<file path="config.mk">
export PLATFORM = sky130hd
export DESIGN_NAME = alu_sequencer
export DESIGN_NICKNAME = d
export VERILOG_FILES = /design/src/rtl/alu_sequencer.sv
export SDC_FILE = /design/constraint.sdc
export NUM_CORES = 1
export LEC_CHECK = 0
export CAP_MARGIN = 10
export CORE_MARGIN = 2
export CORE_UTILIZATION = 59
export DETAILED_ROUTE_END_ITERATION = 10
export PLACE_DENSITY = 0.85
export SYNTH_ARGS = -nofsm -noshare
export SYNTH_HDL_FRONTEND = slang
export SYNTH_SLANG_ARGS = --single-unit
</file>
<file path="constraint.sdc">
create_clock -name clk -period 3.1 [get_ports clk]
set_input_delay 0.465 -clock clk [delete_from_list [all_inputs] [get_ports clk]]
set_output_delay 0.465 -clock clk [all_outputs]
set_load 0.02 [all_outputs]
</file>
<file path="src/rtl/alu_sequencer.sv">
// Fetch/decode/execute controller for the 8-bit core: owns PC, a 4-entry
// register file and the zero/carry flags, and drives an external combinational ALU.
module alu_sequencer #(
  parameter int         NUM_REGS = 4,
  parameter logic [7:0] RESET_PC = 8'h00
) (
  input  logic       clk,
  input  logic       rst,
  input  logic       start,
  output logic [7:0] imem_addr,
  input  logic [7:0] imem_data,
  output logic [7:0] alu_in1,
  output logic [7:0] alu_in2,
  output logic [3:0] alu_mode,
  input  logic [7:0] alu_out,
  input  logic       alu_zero,
  input  logic       alu_carry,
  output logic       flag_zero,
  output logic       flag_carry,
  output logic       halted,
  output logic       busy,
  input  logic [1:0] dbg_sel,
  output logic [7:0] dbg_data
);

  typedef enum logic [2:0] {
    S_IDLE, S_FETCH, S_DECODE, S_FETCH_IMM, S_IMM, S_EXEC, S_WB, S_HALT
  } state_t;

  localparam logic [3:0] OP_ADD = 4'h1;
  localparam logic [3:0] OP_SUB = 4'h2;
  localparam logic [3:0] OP_CMP = 4'h3;
  localparam logic [3:0] OP_XOR = 4'h6;
  localparam logic [3:0] OP_MOV = 4'h7;
  localparam logic [3:0] OP_LDI = 4'h8;
  localparam logic [3:0] OP_JZ  = 4'h9;
  localparam logic [3:0] OP_JC  = 4'hA;
  localparam logic [3:0] OP_JMP = 4'hB;
  localparam logic [3:0] OP_HLT = 4'hF;

  state_t r_state;
  state_t w_next_state;

  logic [7:0] r_pc;
  logic [7:0] r_ir;
  logic [7:0] r_addr;
  logic [7:0] r_in1;
  logic [7:0] r_in2;
  logic [3:0] r_mode;
  logic       r_zero;
  logic       r_carry;
  logic [7:0] r_regs [NUM_REGS];

  logic [3:0]          w_dec_op;
  logic [3:0]          w_ir_op;
  logic                w_take;
  logic                w_we;
  logic [1:0]          w_wsel;
  logic [7:0]          w_wdata;
  logic [NUM_REGS-1:0] w_hit;

  assign w_dec_op = imem_data[7:4];
  assign w_ir_op  = r_ir[7:4];
  assign w_take   = (w_ir_op == OP_JMP) ||
                    (w_ir_op == OP_JZ && r_zero) ||
                    (w_ir_op == OP_JC && r_carry);

  always_ff @(posedge clk) begin
    if (rst) r_state <= S_IDLE;
    else     r_state <= w_next_state;
  end

  always_comb begin
    w_next_state = r_state;
    halted       = 1'b0;
    busy         = 1'b1;
    case (r_state)
      S_IDLE: begin
        busy = 1'b0;
        if (start) w_next_state = S_FETCH;
      end
      S_FETCH: w_next_state = S_DECODE;
      S_DECODE: begin
        if (w_dec_op >= OP_ADD && w_dec_op <= OP_XOR)      w_next_state = S_EXEC;
        else if (w_dec_op >= OP_LDI && w_dec_op <= OP_JMP) w_next_state = S_FETCH_IMM;
        else if (w_dec_op == OP_HLT)                       w_next_state = S_HALT;
        else                                               w_next_state = S_FETCH;
      end
      S_FETCH_IMM: w_next_state = S_IMM;
      S_IMM:       w_next_state = S_FETCH;
      S_EXEC:      w_next_state = S_WB;
      S_WB:        w_next_state = S_FETCH;
      S_HALT: begin
        busy   = 1'b0;
        halted = 1'b1;
      end
      default: w_next_state = S_IDLE;
    endcase
  end

  // Single register-file write port shared by MOV (decode), LDI (imm) and ALU write-back.
  always_comb begin
    w_we    = 1'b0;
    w_wsel  = r_ir[3:2];
    w_wdata = alu_out;
    case (r_state)
      S_DECODE: begin
        if (w_dec_op == OP_MOV) begin
          w_we    = 1'b1;
          w_wsel  = imem_data[3:2];
          w_wdata = r_regs[imem_data[1:0]];
        end
      end
      S_IMM: begin
        if (w_ir_op == OP_LDI) begin
          w_we    = 1'b1;
          w_wdata = imem_data;
        end
      end
      S_WB:    w_we = (w_ir_op != OP_CMP);
      default: w_we = 1'b0;
    endcase
  end

  for (genvar gi = 0; gi < NUM_REGS; gi++) begin : g_hit
    assign w_hit[gi] = w_we && (w_wsel == 2'(gi));
  end

  always_ff @(posedge clk) begin
    for (int i = 0; i < NUM_REGS; i++) begin
      if (rst)           r_regs[i] <= '0;
      else if (w_hit[i]) r_regs[i] <= w_wdata;
    end
  end

  always_ff @(posedge clk) begin
    if (rst) begin
      r_pc    <= RESET_PC;
      r_ir    <= '0;
      r_addr  <= '0;
      r_in1   <= '0;
      r_in2   <= '0;
      r_mode  <= '0;
      r_zero  <= 1'b0;
      r_carry <= 1'b0;
    end else begin
      case (r_state)
        S_FETCH, S_FETCH_IMM: r_addr <= r_pc;
        S_DECODE: begin
          r_ir <= imem_data;
          r_pc <= r_pc + 8'd1;
        end
        S_IMM: r_pc <= w_take ? imem_data : r_pc + 8'd1;
        S_EXEC: begin
          r_in1  <= r_regs[r_ir[3:2]];
          r_in2  <= r_regs[r_ir[1:0]];
          r_mode <= w_ir_op - 4'd1;
        end
        // Logical ops have no meaningful carry, so it is forced clear.
        S_WB: begin
          r_zero  <= alu_zero;
          r_carry <= (w_ir_op <= OP_CMP) ? alu_carry : 1'b0;
        end
        default: r_pc <= r_pc;
      endcase
    end
  end

  assign imem_addr  = r_addr;
  assign alu_in1    = r_in1;
  assign alu_in2    = r_in2;
  assign alu_mode   = r_mode;
  assign flag_zero  = r_zero;
  assign flag_carry = r_carry;
  assign dbg_data   = r_regs[dbg_sel];

endmodule

</file>
==> run_results.csv <==
group,metric,value,unit
run_status,status,"complete, no violations",
power,power_density,436,nW/µm²
timing,fin_skew,0.0121,ns
yosys,ys_warn_count,0,
drt,wl_met3,1.22,mm
placed_design,dp_slack,0.134,ns
placed_design,gp_congestion,0.975,
clocking,cts.htree.levels,3,
worst_hold_path,min_path_type,"reg2reg",
drt,wl_met2,5.76,mm
timing,setup_tns,0,ns
critical_path,max_stage_delay,0.56,ns
yosys,synth.distinct_cells,52,
floorplan,die_w,91.0,µm
yosys,yosysTopAreaCell,"dfxtp_1",
drt,drt_iter0_drc,514,
cells_and_area,final_layout_size_suffix_gt1_frac,0.182,
clocking,clock_sinks,81,
drt,top_layer,"met4",
drt,routed_wl,11.7,mm
clocking,clk_pin_slew,0.08,ns
yosys,ys_ff_latch,81,
floorplan,rows,31,
yosys,ys_seq_area_frac,0.435,
yosys,yosysTopAreaCellShare,0.220,
power,peakVddDrop,268,µV
drt,wl_met1,4.45,mm
yosys,synth_edf_count,32,
floorplan,die_y,91.0,µm
floorplan,design.core.area,7290,µm²
yosys,synth.avg_cell_area,10.7,µm²
timing,drv_slew,0,
power,seq_power_share,0.503,
yosys,async_flop_share,0,
critical_path,critPathArrivalTime,2.25,ns
timing,hold_viol,0,
clocking,insertion_delay,0.36,ns
yosys,synthesis.area,4460,µm²
clocking,clockRootBuffer,"clkbuf_8",
floorplan,io_pins,63,
power,pwr-share-clk,0.366,
yosys,netlist_top_cells_area,"dfxtp_1 (22%), edfxtp_1 (22%), mux4_2 (16%), nor3_1 (4.9%), mux2i_1 (4.0%)",
drt,drc,0,
placed_design,dp_hpwl,8.29,mm
global_route,grt_pass1_wl,18.7,mm
critical_path,slowest_stage,"mux4_2",
global_route,globalRouteOverflowTotal,0,
flow_run,maxCapViolations,0,
yosys,synth_ff_type,"dfxtp_1",
timing,whs,0.457,ns
drt,vias,3722,
critical_path,cp_data_required_time,2.63,ns
clocking,clockBufferDepth,2,
power,p_int,1.75,mW
clocking,postCtsHoldBufs,0,
critical_path,endpoint_kind,"output pin",
drt,firstDrtPassIters,5,
clocking,cts_resized,0,
timing,finalSetupViolations,0,
power,net-switching-power,0.606,mW
cells_and_area,syn2layout_area_growth,21.4,%
timing,fin_ws,0.388,ns
clocking,post_cts_buffers,0,
global_route,antenna_found_initial,0,
critical_path,worstPathMaxFanout,8,
timing,min_period,2.71,ns
yosys,synth_nets,444,
clocking,cts_made_buffers,9,
power,combPwrFrac,0.131,
timing,worstMarginPinSlew,0.965,ns
critical_path,critPathMostFrequentCell,"clkdlybuf4s50_1",
cells_and_area,n_antenna_cell,0,
timing,fin_crit_sh,0.875,
power,p_leak,1.83,nW
critical_path,crit_chain,"clkdlybuf4s50_1 -> buf_4 -> mux4_2 -> clkdlybuf4s50_1",
floorplan,floorplan.initialDensity,0.612,
cells_and_area,fillers,494,
cells_and_area,nNetsFinal,501,
global_route,grt_max_degree,49,
critical_path,startpoint_type,"input port",
clocking,cts_tree,"built",
timing,max_freq,369,MHz
floorplan,dieArea,8270,µm²
drt,post_drt_wl_per_cell,20.3,µm
timing,rsz0062_at_grt,"no",
critical_path,critPathKind,"in2out",
drt,ant_nets,0,
placed_design,port-buffer-count,62,
yosys,syn_inst,416,
drt,via_per_inst,6.45,
global_route,grt_pass1_vias,3639,
global_route,grtUsageTotal,0.290,
power,swShare,0.257,
timing,relSlewSlack,0.352,
-- final cells by class --
class	count	area (µm²)	area share
inverter	16	60.1	0.0111
timing repair buffer	79	748	0.138
sequential	81	1940	0.359
tap	99	124	0.0229
multi-input combinational	286	2320	0.428
clock buffer	9	124	0.0229
clock inverter	7	98.8	0.0183
-- critical path: cells and delay by family --
family                 cells  cell delay (ns)
muxes                      1             0.56
buffers and inverters      3             1.21
-- cell usage in the layout (no fill, tap or decap), types with 5 or more instances in the layout --
cell type,instances
mux2i_1,18
ha_1,5
edfxtp_1,32
nand2_1,38
nor2_1,35
a21oi_1,31
a311oi_2,8
clkbuf_8,9
nor3_1,44
inv_1,16
buf_4,17
nand2b_1,5
and3_1,9
mux4_2,32
clkdlybuf4s50_1,62
dfxtp_1,49
-- synth_stat cells, types with 2 or more instances --
master and count:
clkbuf_1 17, or3_1 2, mux4_2 32, buf_1 2, or4_1 2, o32ai_1 3, xnor2_1 2, a22oi_1 3
edfxtp_1 32, o21ai_0 4, a311oi_2 8, nor3_1 44, dfxtp_1 49, nand2_1 38, and3_1 9, a211oi_1 3
nor2_1 35, mux2i_1 18, a31oi_2 3, inv_1 16, nand3b_1 3, a21oi_1 31, ha_1 5, buf_2 12
nand2b_1 5, a31oi_1 4, buf_6 2, nand3_1 4, or2_1 2, o21ai_1 4
-- power groups by stage --
stage          logic, mW  registers [mW]  clock network, mW
2_1_floorplan      0.207            1.19                  0
3_3_place_gp       0.297            1.20                  0
3_5_place_dp       0.303            1.21                  0
4_1_cts            0.306            1.18              0.862
5_1_grt            0.328            1.19              0.904
6_report           0.308            1.19              0.863
-- sequential cells by signal, indices dropped and copies added (netlist names), 3 cells and up --
signal	cells
alu_mode	4
alu_in2	8
alu_in1	8
imem_addr	8
r_ir	8
r_regs	32
r_pc	8
r_state	3
-- final timing paths --
path,start,cells after the start,end,slack [ns]
setup reg to reg,r_state[2],4,r_regs[3][0],0.44
hold / removal,alu_in2[0],2,alu_in2[0],0.46
hold reg to reg,alu_in2[0],2,alu_in2[0],0.46
setup / recovery,dbg_sel[0],4,dbg_data[7],0.39
-- logic make-up after synthesis --
logic type                 Yosys count  synth area share
and+or+nand+nor                    159             0.180
DFF                                 81             0.435
AOI/OAI and AO/OA                   68             0.112
muxes                               51             0.205
buffers and inverters               49            0.0480
adders and majority gates            5            0.0140
xor gates and xnor gates             3           0.00589
-- through the flow --
| step | power [mW] | util | cells | cell area [µm²] |
|---|---|---|---|---|
| CTS | 2.35 | 0.743 | 577 | 5420 |
| floorplan | 1.39 | - | 416 | 4460 |
| global placement | 1.50 | 0.712 | 561 | 5190 |
| global route | 2.42 | 0.743 | 577 | 5420 |
| finish | 2.36 | 0.743 | 577 | 5420 |
| detailed placement | 1.51 | 0.712 | 561 | 5190 |
-- layer usage --
layer,vias up,global-route usage
met5,-,0
met2,277,0.484
met3,30,0.0531
li1,1679,-
met4,0,0.102
met1,1736,0.382
Power figures use the tool's default switching activity.
